## src/rtl/rv32i_pkg.sv

```systemverilog
// Shared RV32I definitions: access-size codes from the decoder, opcodes and
// the MEM-stage access FSM state type.
package rv32i_pkg;

  localparam logic [1:0] SIZE_WORD = 2'b00;
  localparam logic [1:0] SIZE_HALF = 2'b01;
  localparam logic [1:0] SIZE_BYTE = 2'b10;

  localparam logic [6:0] OPC_LOAD  = 7'b0000011;
  localparam logic [6:0] OPC_STORE = 7'b0100011;

  typedef enum logic [1:0] {
    ST_IDLE = 2'd0,
    ST_REQ  = 2'd1,
    ST_DONE = 2'd2
  } mem_state_e;

  // Size code 2'b11 falls into the word rule.
  function automatic logic is_aligned(input logic [1:0] size, input logic [1:0] lo);
    case (size)
      SIZE_BYTE: is_aligned = 1'b1;
      SIZE_HALF: is_aligned = ~lo[0];
      default:   is_aligned = (lo == 2'b00);
    endcase
  endfunction

endpackage

```

## src/rtl/mem_lane_unit.sv

```systemverilog
// Byte-lane logic for the data-memory port: store byte enables and lane
// replication on the request side, load extraction and extension on the response side.
module mem_lane_unit
  import rv32i_pkg::*;
(
  input  logic [1:0]  req_size,
  input  logic [1:0]  req_lo,
  input  logic        req_write,
  input  logic [31:0] req_wdata,
  output logic [3:0]  req_be,
  output logic [31:0] req_lane_wdata,
  input  logic [1:0]  rsp_size,
  input  logic [1:0]  rsp_lo,
  input  logic        rsp_unsigned,
  input  logic [31:0] rsp_word,
  output logic [31:0] rsp_data
);

  logic [31:0] shifted;

  always_comb begin
    req_be         = 4'b1111;
    req_lane_wdata = req_wdata;
    case (req_size)
      SIZE_BYTE: begin
        req_be         = 4'b0001 << req_lo;
        req_lane_wdata = {4{req_wdata[7:0]}};
      end
      SIZE_HALF: begin
        req_be         = 4'b0011 << req_lo;
        req_lane_wdata = {2{req_wdata[15:0]}};
      end
      default: ;
    endcase
    // Reads drive a quiet data bus.
    if (!req_write) req_lane_wdata = '0;
  end

  assign shifted = rsp_word >> {rsp_lo, 3'b000};

  always_comb begin
    rsp_data = shifted;
    case (rsp_size)
      SIZE_BYTE: rsp_data = rsp_unsigned ? {24'h0, shifted[7:0]}
                                         : {{24{shifted[7]}}, shifted[7:0]};
      SIZE_HALF: rsp_data = rsp_unsigned ? {16'h0, shifted[15:0]}
                                         : {{16{shifted[15]}}, shifted[15:0]};
      default: ;
    endcase
  end

endmodule

```

## src/rtl/mem_access_ctrl.sv

```systemverilog
// MEM-stage load/store sequencer onto a word-wide data bus.
// Bus handshake: dmem_req is held high with all dmem_* fields stable until the
// one-cycle dmem_ack (dmem_rdata valid with it); ack outside a request is ignored.
module mem_access_ctrl
  import rv32i_pkg::*;
#(
  parameter int unsigned TIMEOUT_CYCLES = 16
) (
  input  logic        clk,
  input  logic        reset_n,
  input  logic        mem_read,
  input  logic        mem_write,
  input  logic [1:0]  inst_size,
  input  logic        load_unsigned,
  input  logic [31:0] addr,
  input  logic [31:0] wdata,
  output logic        stall,
  output logic [31:0] rdata,
  output logic        rdata_valid,
  output logic        misalign_err,
  output logic        bus_err,
  output logic        dmem_req,
  output logic        dmem_we,
  output logic [31:0] dmem_addr,
  output logic [3:0]  dmem_be,
  output logic [31:0] dmem_wdata,
  input  logic        dmem_ack,
  input  logic [31:0] dmem_rdata,
  output logic [1:0]  dbg_state
);

  localparam bit          TO_EN   = (TIMEOUT_CYCLES != 0);
  localparam logic [15:0] TO_LAST = 16'(TIMEOUT_CYCLES - 1);

  mem_state_e  state_q, state_d;
  logic [15:0] cnt_q, cnt_d;
  logic [31:0] addr_q, addr_d;
  logic        we_q, we_d;
  logic [3:0]  be_q, be_d;
  logic [31:0] wdata_q, wdata_d;
  logic [1:0]  size_q, size_d;
  logic        uns_q, uns_d;
  logic [1:0]  lo_q, lo_d;
  logic [31:0] rdata_q, rdata_d;
  logic        rdata_valid_q, rdata_valid_d;
  logic        misalign_q, misalign_d;
  logic        bus_err_q, bus_err_d;
  logic        stall_c;

  logic        access, illegal;
  logic [3:0]  lane_be;
  logic [31:0] lane_wdata, lane_rdata;

  assign access  = mem_read | mem_write;
  assign illegal = (mem_read & mem_write) | ~is_aligned(inst_size, addr[1:0]);

  mem_lane_unit u_lane (
    .req_size       (inst_size),
    .req_lo         (addr[1:0]),
    .req_write      (mem_write),
    .req_wdata      (wdata),
    .req_be         (lane_be),
    .req_lane_wdata (lane_wdata),
    .rsp_size       (size_q),
    .rsp_lo         (lo_q),
    .rsp_unsigned   (uns_q),
    .rsp_word       (dmem_rdata),
    .rsp_data       (lane_rdata)
  );

  always_comb begin
    state_d       = state_q;
    cnt_d         = cnt_q;
    addr_d        = addr_q;
    we_d          = we_q;
    be_d          = be_q;
    wdata_d       = wdata_q;
    size_d        = size_q;
    uns_d         = uns_q;
    lo_d          = lo_q;
    rdata_d       = rdata_q;
    rdata_valid_d = 1'b0;
    misalign_d    = 1'b0;
    bus_err_d     = 1'b0;
    stall_c       = 1'b0;
    case (state_q)
      ST_IDLE: begin
        cnt_d = '0;
        if (access) begin
          if (illegal) begin
            misalign_d = 1'b1;
          end else begin
            stall_c = 1'b1;
            state_d = ST_REQ;
            addr_d  = {addr[31:2], 2'b00};
            we_d    = mem_write;
            be_d    = lane_be;
            wdata_d = lane_wdata;
            size_d  = inst_size;
            uns_d   = load_unsigned;
            lo_d    = addr[1:0];
          end
        end
      end
      ST_REQ: begin
        stall_c = 1'b1;
        // An ack in the expiry cycle still completes the access normally.
        if (dmem_ack) begin
          state_d = ST_DONE;
          cnt_d   = '0;
          if (!we_q) begin
            rdata_d       = lane_rdata;
            rdata_valid_d = 1'b1;
          end
        end else if (TO_EN && (cnt_q == TO_LAST)) begin
          state_d   = ST_DONE;
          cnt_d     = '0;
          bus_err_d = 1'b1;
        end else begin
          cnt_d = cnt_q + 16'd1;
        end
      end
      ST_DONE: begin
        // The completed instruction is still in MEM this cycle; ignore it.
        cnt_d   = '0;
        state_d = ST_IDLE;
      end
      default: state_d = ST_IDLE;
    endcase
  end

  always_ff @(posedge clk or negedge reset_n) begin
    if (!reset_n) begin
      state_q       <= ST_IDLE;
      cnt_q         <= '0;
      addr_q        <= '0;
      we_q          <= 1'b0;
      be_q          <= '0;
      wdata_q       <= '0;
      size_q        <= SIZE_WORD;
      uns_q         <= 1'b0;
      lo_q          <= '0;
      rdata_q       <= '0;
      rdata_valid_q <= 1'b0;
      misalign_q    <= 1'b0;
      bus_err_q     <= 1'b0;
    end else begin
      state_q       <= state_d;
      cnt_q         <= cnt_d;
      addr_q        <= addr_d;
      we_q          <= we_d;
      be_q          <= be_d;
      wdata_q       <= wdata_d;
      size_q        <= size_d;
      uns_q         <= uns_d;
      lo_q          <= lo_d;
      rdata_q       <= rdata_d;
      rdata_valid_q <= rdata_valid_d;
      misalign_q    <= misalign_d;
      bus_err_q     <= bus_err_d;
    end
  end

  // Masking with reset_n keeps stall low while reset is held, even if MEM still shows an access.
  assign stall        = stall_c & reset_n;
  assign dmem_req     = (state_q == ST_REQ);
  assign dmem_we      = we_q;
  assign dmem_addr    = addr_q;
  assign dmem_be      = be_q;
  assign dmem_wdata   = wdata_q;
  assign rdata        = rdata_q;
  assign rdata_valid  = rdata_valid_q;
  assign misalign_err = misalign_q;
  assign bus_err      = bus_err_q;
  assign dbg_state    = state_q;

endmodule

```

## config.mk

```make
export PLATFORM = sky130hd
export DESIGN_NAME = mem_access_ctrl
export DESIGN_NICKNAME = d
export VERILOG_FILES = /design/src/rtl/rv32i_pkg.sv /design/src/rtl/mem_lane_unit.sv /design/src/rtl/mem_access_ctrl.sv
export SDC_FILE = /design/constraint.sdc
export NUM_CORES = 1
export LEC_CHECK = 0
export ABC_AREA = 1
export BUFFER_PORTS_ARGS = -buffer_cell sky130_fd_sc_hd__buf_4
export CAP_MARGIN = 20
export CORE_ASPECT_RATIO = 1.1
export CORE_MARGIN = 2
export CORE_UTILIZATION = 50
export DETAILED_ROUTE_END_ITERATION = 8
export PLACE_DENSITY_LB_ADDON = 0.15
export SYNTH_ARGS = -nofsm -noshare
export SYNTH_HDL_FRONTEND = slang
export SYNTH_SLANG_ARGS = --single-unit
```

## constraint.sdc

```tcl
create_clock -name clk -period 3.4 [get_ports clk]
set_clock_uncertainty 0.2 [all_clocks]
set_input_delay 0.51 -clock clk [delete_from_list [all_inputs] [get_ports clk]]
set_output_delay 0.51 -clock clk [all_outputs]
set_load 0.03 [all_outputs]
```

==> impl_results.md <==
- Status: finished, final reports clean
- Final ANT Viol Nets: 0
- CTS root buf: clkbuf_16
- Mean post-synth cell area: 7.731 sq um
- Largest area contributor in the netlist: dfrtp_1
- Die height: ~120 microns
- Sw Ratio: between 40 and 50%
- RSZ-0062 raised after global routing: false
- Pins Over Slew Limit: 0
- Most frequent cells in the layout: nand2_1 (319), buf_4 (217), dfrtp_1 (125)
- Fillers: about 1100
- Logic pwr share: roughly 48%
- Largest net degree at the start of global routing: 71
- Via count: 6054
- TritonCTS Buffers: 17
- Req. time, crit path: 2.69 ns
- Synth area leaders: dfrtp_1 (49%), nand2_1 (19%), o21ai_0 (5.1%), nand3_1 (4.5%), inv_1 (2.8%)
- Most used DFF post-synth: dfrtp_1
- Most common cell after layout, fill and taps aside: nand2_1
- Nets: 1116
- CP Max Fanout: 12
- Final period demand of the worst path: 2.524 ns
- Fin Setup TNS: 0 ns
- FF+latch count, synth: 125
- Top cell type's share of synthesized area: between 40% and 50%
- Largest family of logic cells by synthesized area: simple AND/OR/NAND/NOR gates
- R2R Setup Slk: 0.96 ns
- Synth Area in Compound Gates: approximately 11%
- Nature of the critical path startpoint: primary input
- Final setup fails: 0
- R2R depth: 7
- Reg power frac: 30.8%
- Post-layout util: 67.87%
- Multiplexer share of the synthesized area: 0%
- Area delta synth->final: 33.97%
- Drc violations: 0
- Wire per inst: between 10 and 15 microns
- Xor and xnor fraction of the mapped netlist area: 0.8310%
- RR Endpoint: rdata[18]
- Capture point of the worst path: stall
- Hold Crit Class: in2async
- Die footprint: about 0.014 sq mm
- Clock tree buffer depth: 2
- GP Congestion: 0.8524
- Yosys cell types: 33
- Post_cts resized: 0
- Number of antenna violations at the first check in global routing: 0
- Row cnt: 43
- First-pass GRT wire length: 28020 microns
- Pre-Repair DR Iteration Count: 5
- Setup bufs post-CTS: 0
- # diodes: 0
- Switch Pwr: 0.003661 W
- Fmax: 396.2 MHz
- Number of flops mapped to enable cells by yosys: 0
- Port Buf Inserts: 209
- Mapped Area: between 0.006 and 0.007 sq mm
- Vias in the first global route: 5549
- Max Cap Viol: 0
- Worst reg2reg path startpoint: lo_q[1]
- VDD IR max: 550.9 uV
- Via density: just over 5
- Clock power frac: between 20% and 30%
- GRT overflow: 0
- Min Hold Slack: 0.06317 ns
- CTS H-tree depth: 4
- Effective utilization at floorplan: between 50% and 60%
- Post-Syn Instances: 818
- CTS tree: yes
- Leakage power: between 4 and 5 nW
- Power Density: around 970 mW/mm^2
- Hold buffer count at cts: 0
- Drt initial violations: between 500 and 600
- Pint: between 0.004 and 0.005 W
- Crit path DAT: about 1.8 ns
- Later-pin clock latency in the skew report: 0.42 ns
- Area share of and/or/nand/nor cells after synthesis: 30.00%
- Worst setup path startpoint: inst_size[1]
- Post-DP HPWL: 12010 microns
- Share of cells above drive strength 1: approximately a quarter
- Worst-Margin Slew: slightly below 1 ns
- Final Hold Viols: 0
- Synth async-reset ratio: 100.0%
- Register area share after synthesis: 49.47%
- Period utilisation layout: 74.24%
- Final wirelength: 17370 microns
- Core ar.: 0.01248 sq mm
- Slew margin rel.: between 30% and 40%
- GRT Total Usage: 26.14%
- Clk slew on worst S/H paths: approximately 0.050 ns
- # clock sinks: 125
- Yosys Warn Count: 0
- Critical path class: in2out
- Die X-Extent: roughly 110 microns
- Io pins: 212
- Adder-Cell Fraction of Synth Area: less than 1%
- CP endpoint kind: output port
## cell families after synthesis
logic type / after synthesis
compound gates: 129
fa+ha+maj: 5
xor+xnor: 6
flops: 125
buf+inv: 99
other cells: 1
simple gates: 453
## through the flow
stage	cell area, sq um	instances	setup WS, ns	total power [W]
3_3_place_gp	7899	1145	0.9074	0.006396
5_1_grt	8472	1176	0.6961	0.008703
6_report	8472	1176	0.8760	0.008194
2_1_floorplan	6327	819	0.5040	0.004986
4_1_cts	8472	1176	0.8573	0.008238
3_5_place_dp	7899	1145	0.8572	0.006437
## flip-flops by register name, summed over array words and instances, names as in the netlist, 2 cells and up
signal	cells
size_q	2
dmem_be	4
dbg_state	2
lo_q	2
dmem_addr	30
rdata	32
dmem_wdata	32
cnt_q	16
## final cells by class
type / count / area [sq um] / area share, %
multi-input combinational: 595 / 2738 / 32.31
clock buffer: 17 / 425.4 / 5.021
timing repair buffer: 218 / 1649 / 19.47
inverter: 50 / 187.7 / 2.215
sequential: 125 / 3128 / 36.92
clock inverter: 14 / 147.6 / 1.743
tap: 157 / 196.4 / 2.319
## cell usage after synthesis (2+ instances only)
cell	count
nand3_1	57
nor2_1	47
nand3_2	2
o21ai_2	2
inv_2	3
a21oi_2	2
inv_1	47
nor2_4	2
o211ai_1	16
nand2_1	319
nand4_2	2
nand4_1	2
dfrtp_1	125
a21oi_1	27
buf_2	18
or2_2	2
o21ai_0	65
ha_1	5
clkbuf_1	17
buf_6	7
buf_4	6
xor2_1	5
o21ai_1	14
nand3b_1	17
## power by group through the flow
| stage | Sequential, W | Combinational (W) | Clock (W) |
|---|---|---|---|
| 4_1_cts | 0.00252 | 0.00393 | 0.00179 |
| 2_1_floorplan | 0.00364 | 0.00135 | 0 |
| 3_5_place_dp | 0.00252 | 0.00392 | 0 |
| 3_3_place_gp | 0.00253 | 0.00386 | 0 |
| 5_1_grt | 0.00261 | 0.00424 | 0.00186 |
| 6_report | 0.00253 | 0.00391 | 0.00176 |
## per-layer routing
| metal | share of wire [%] | wire [microns] | track usage [%] |
|---|---|---|---|
| met5 | 0 | 0 | 0 |
| met4 | 2.1 | 368 | 10.19 |
| met3 | 7.9 | 1375 | 7.512 |
| met2 | 47 | 8095 | 41.01 |
| met1 | 43 | 7526 | 34.73 |
## critical path, stage by stage
cell	delay, ns
buf_4	0.11
inv_1	0.08
ha_1	0.15
buf_4	0.18
inv_1	0.05
o21ai_1	0.24
nand3_4	0.12
a21boi_0	0.17
buf_4	0.19
## worst min-delay path by stage
| stage | cells past startpoint | from | end |
|---|---|---|---|
| after floorplan | 0 | reset_n | bus_err |
| after global placement | 2 | dmem_wdata[25] | dmem_wdata[25] |
| after detailed placement | 2 | dmem_addr[9] | dmem_addr[9] |
| after CTS | 3 | addr[17] | dmem_addr[17] |
| after global routing | 3 | addr[5] | dmem_addr[5] |
| final | 2 | reset_n | cnt_q[1] |
Power figures use the tool's default switching activity.
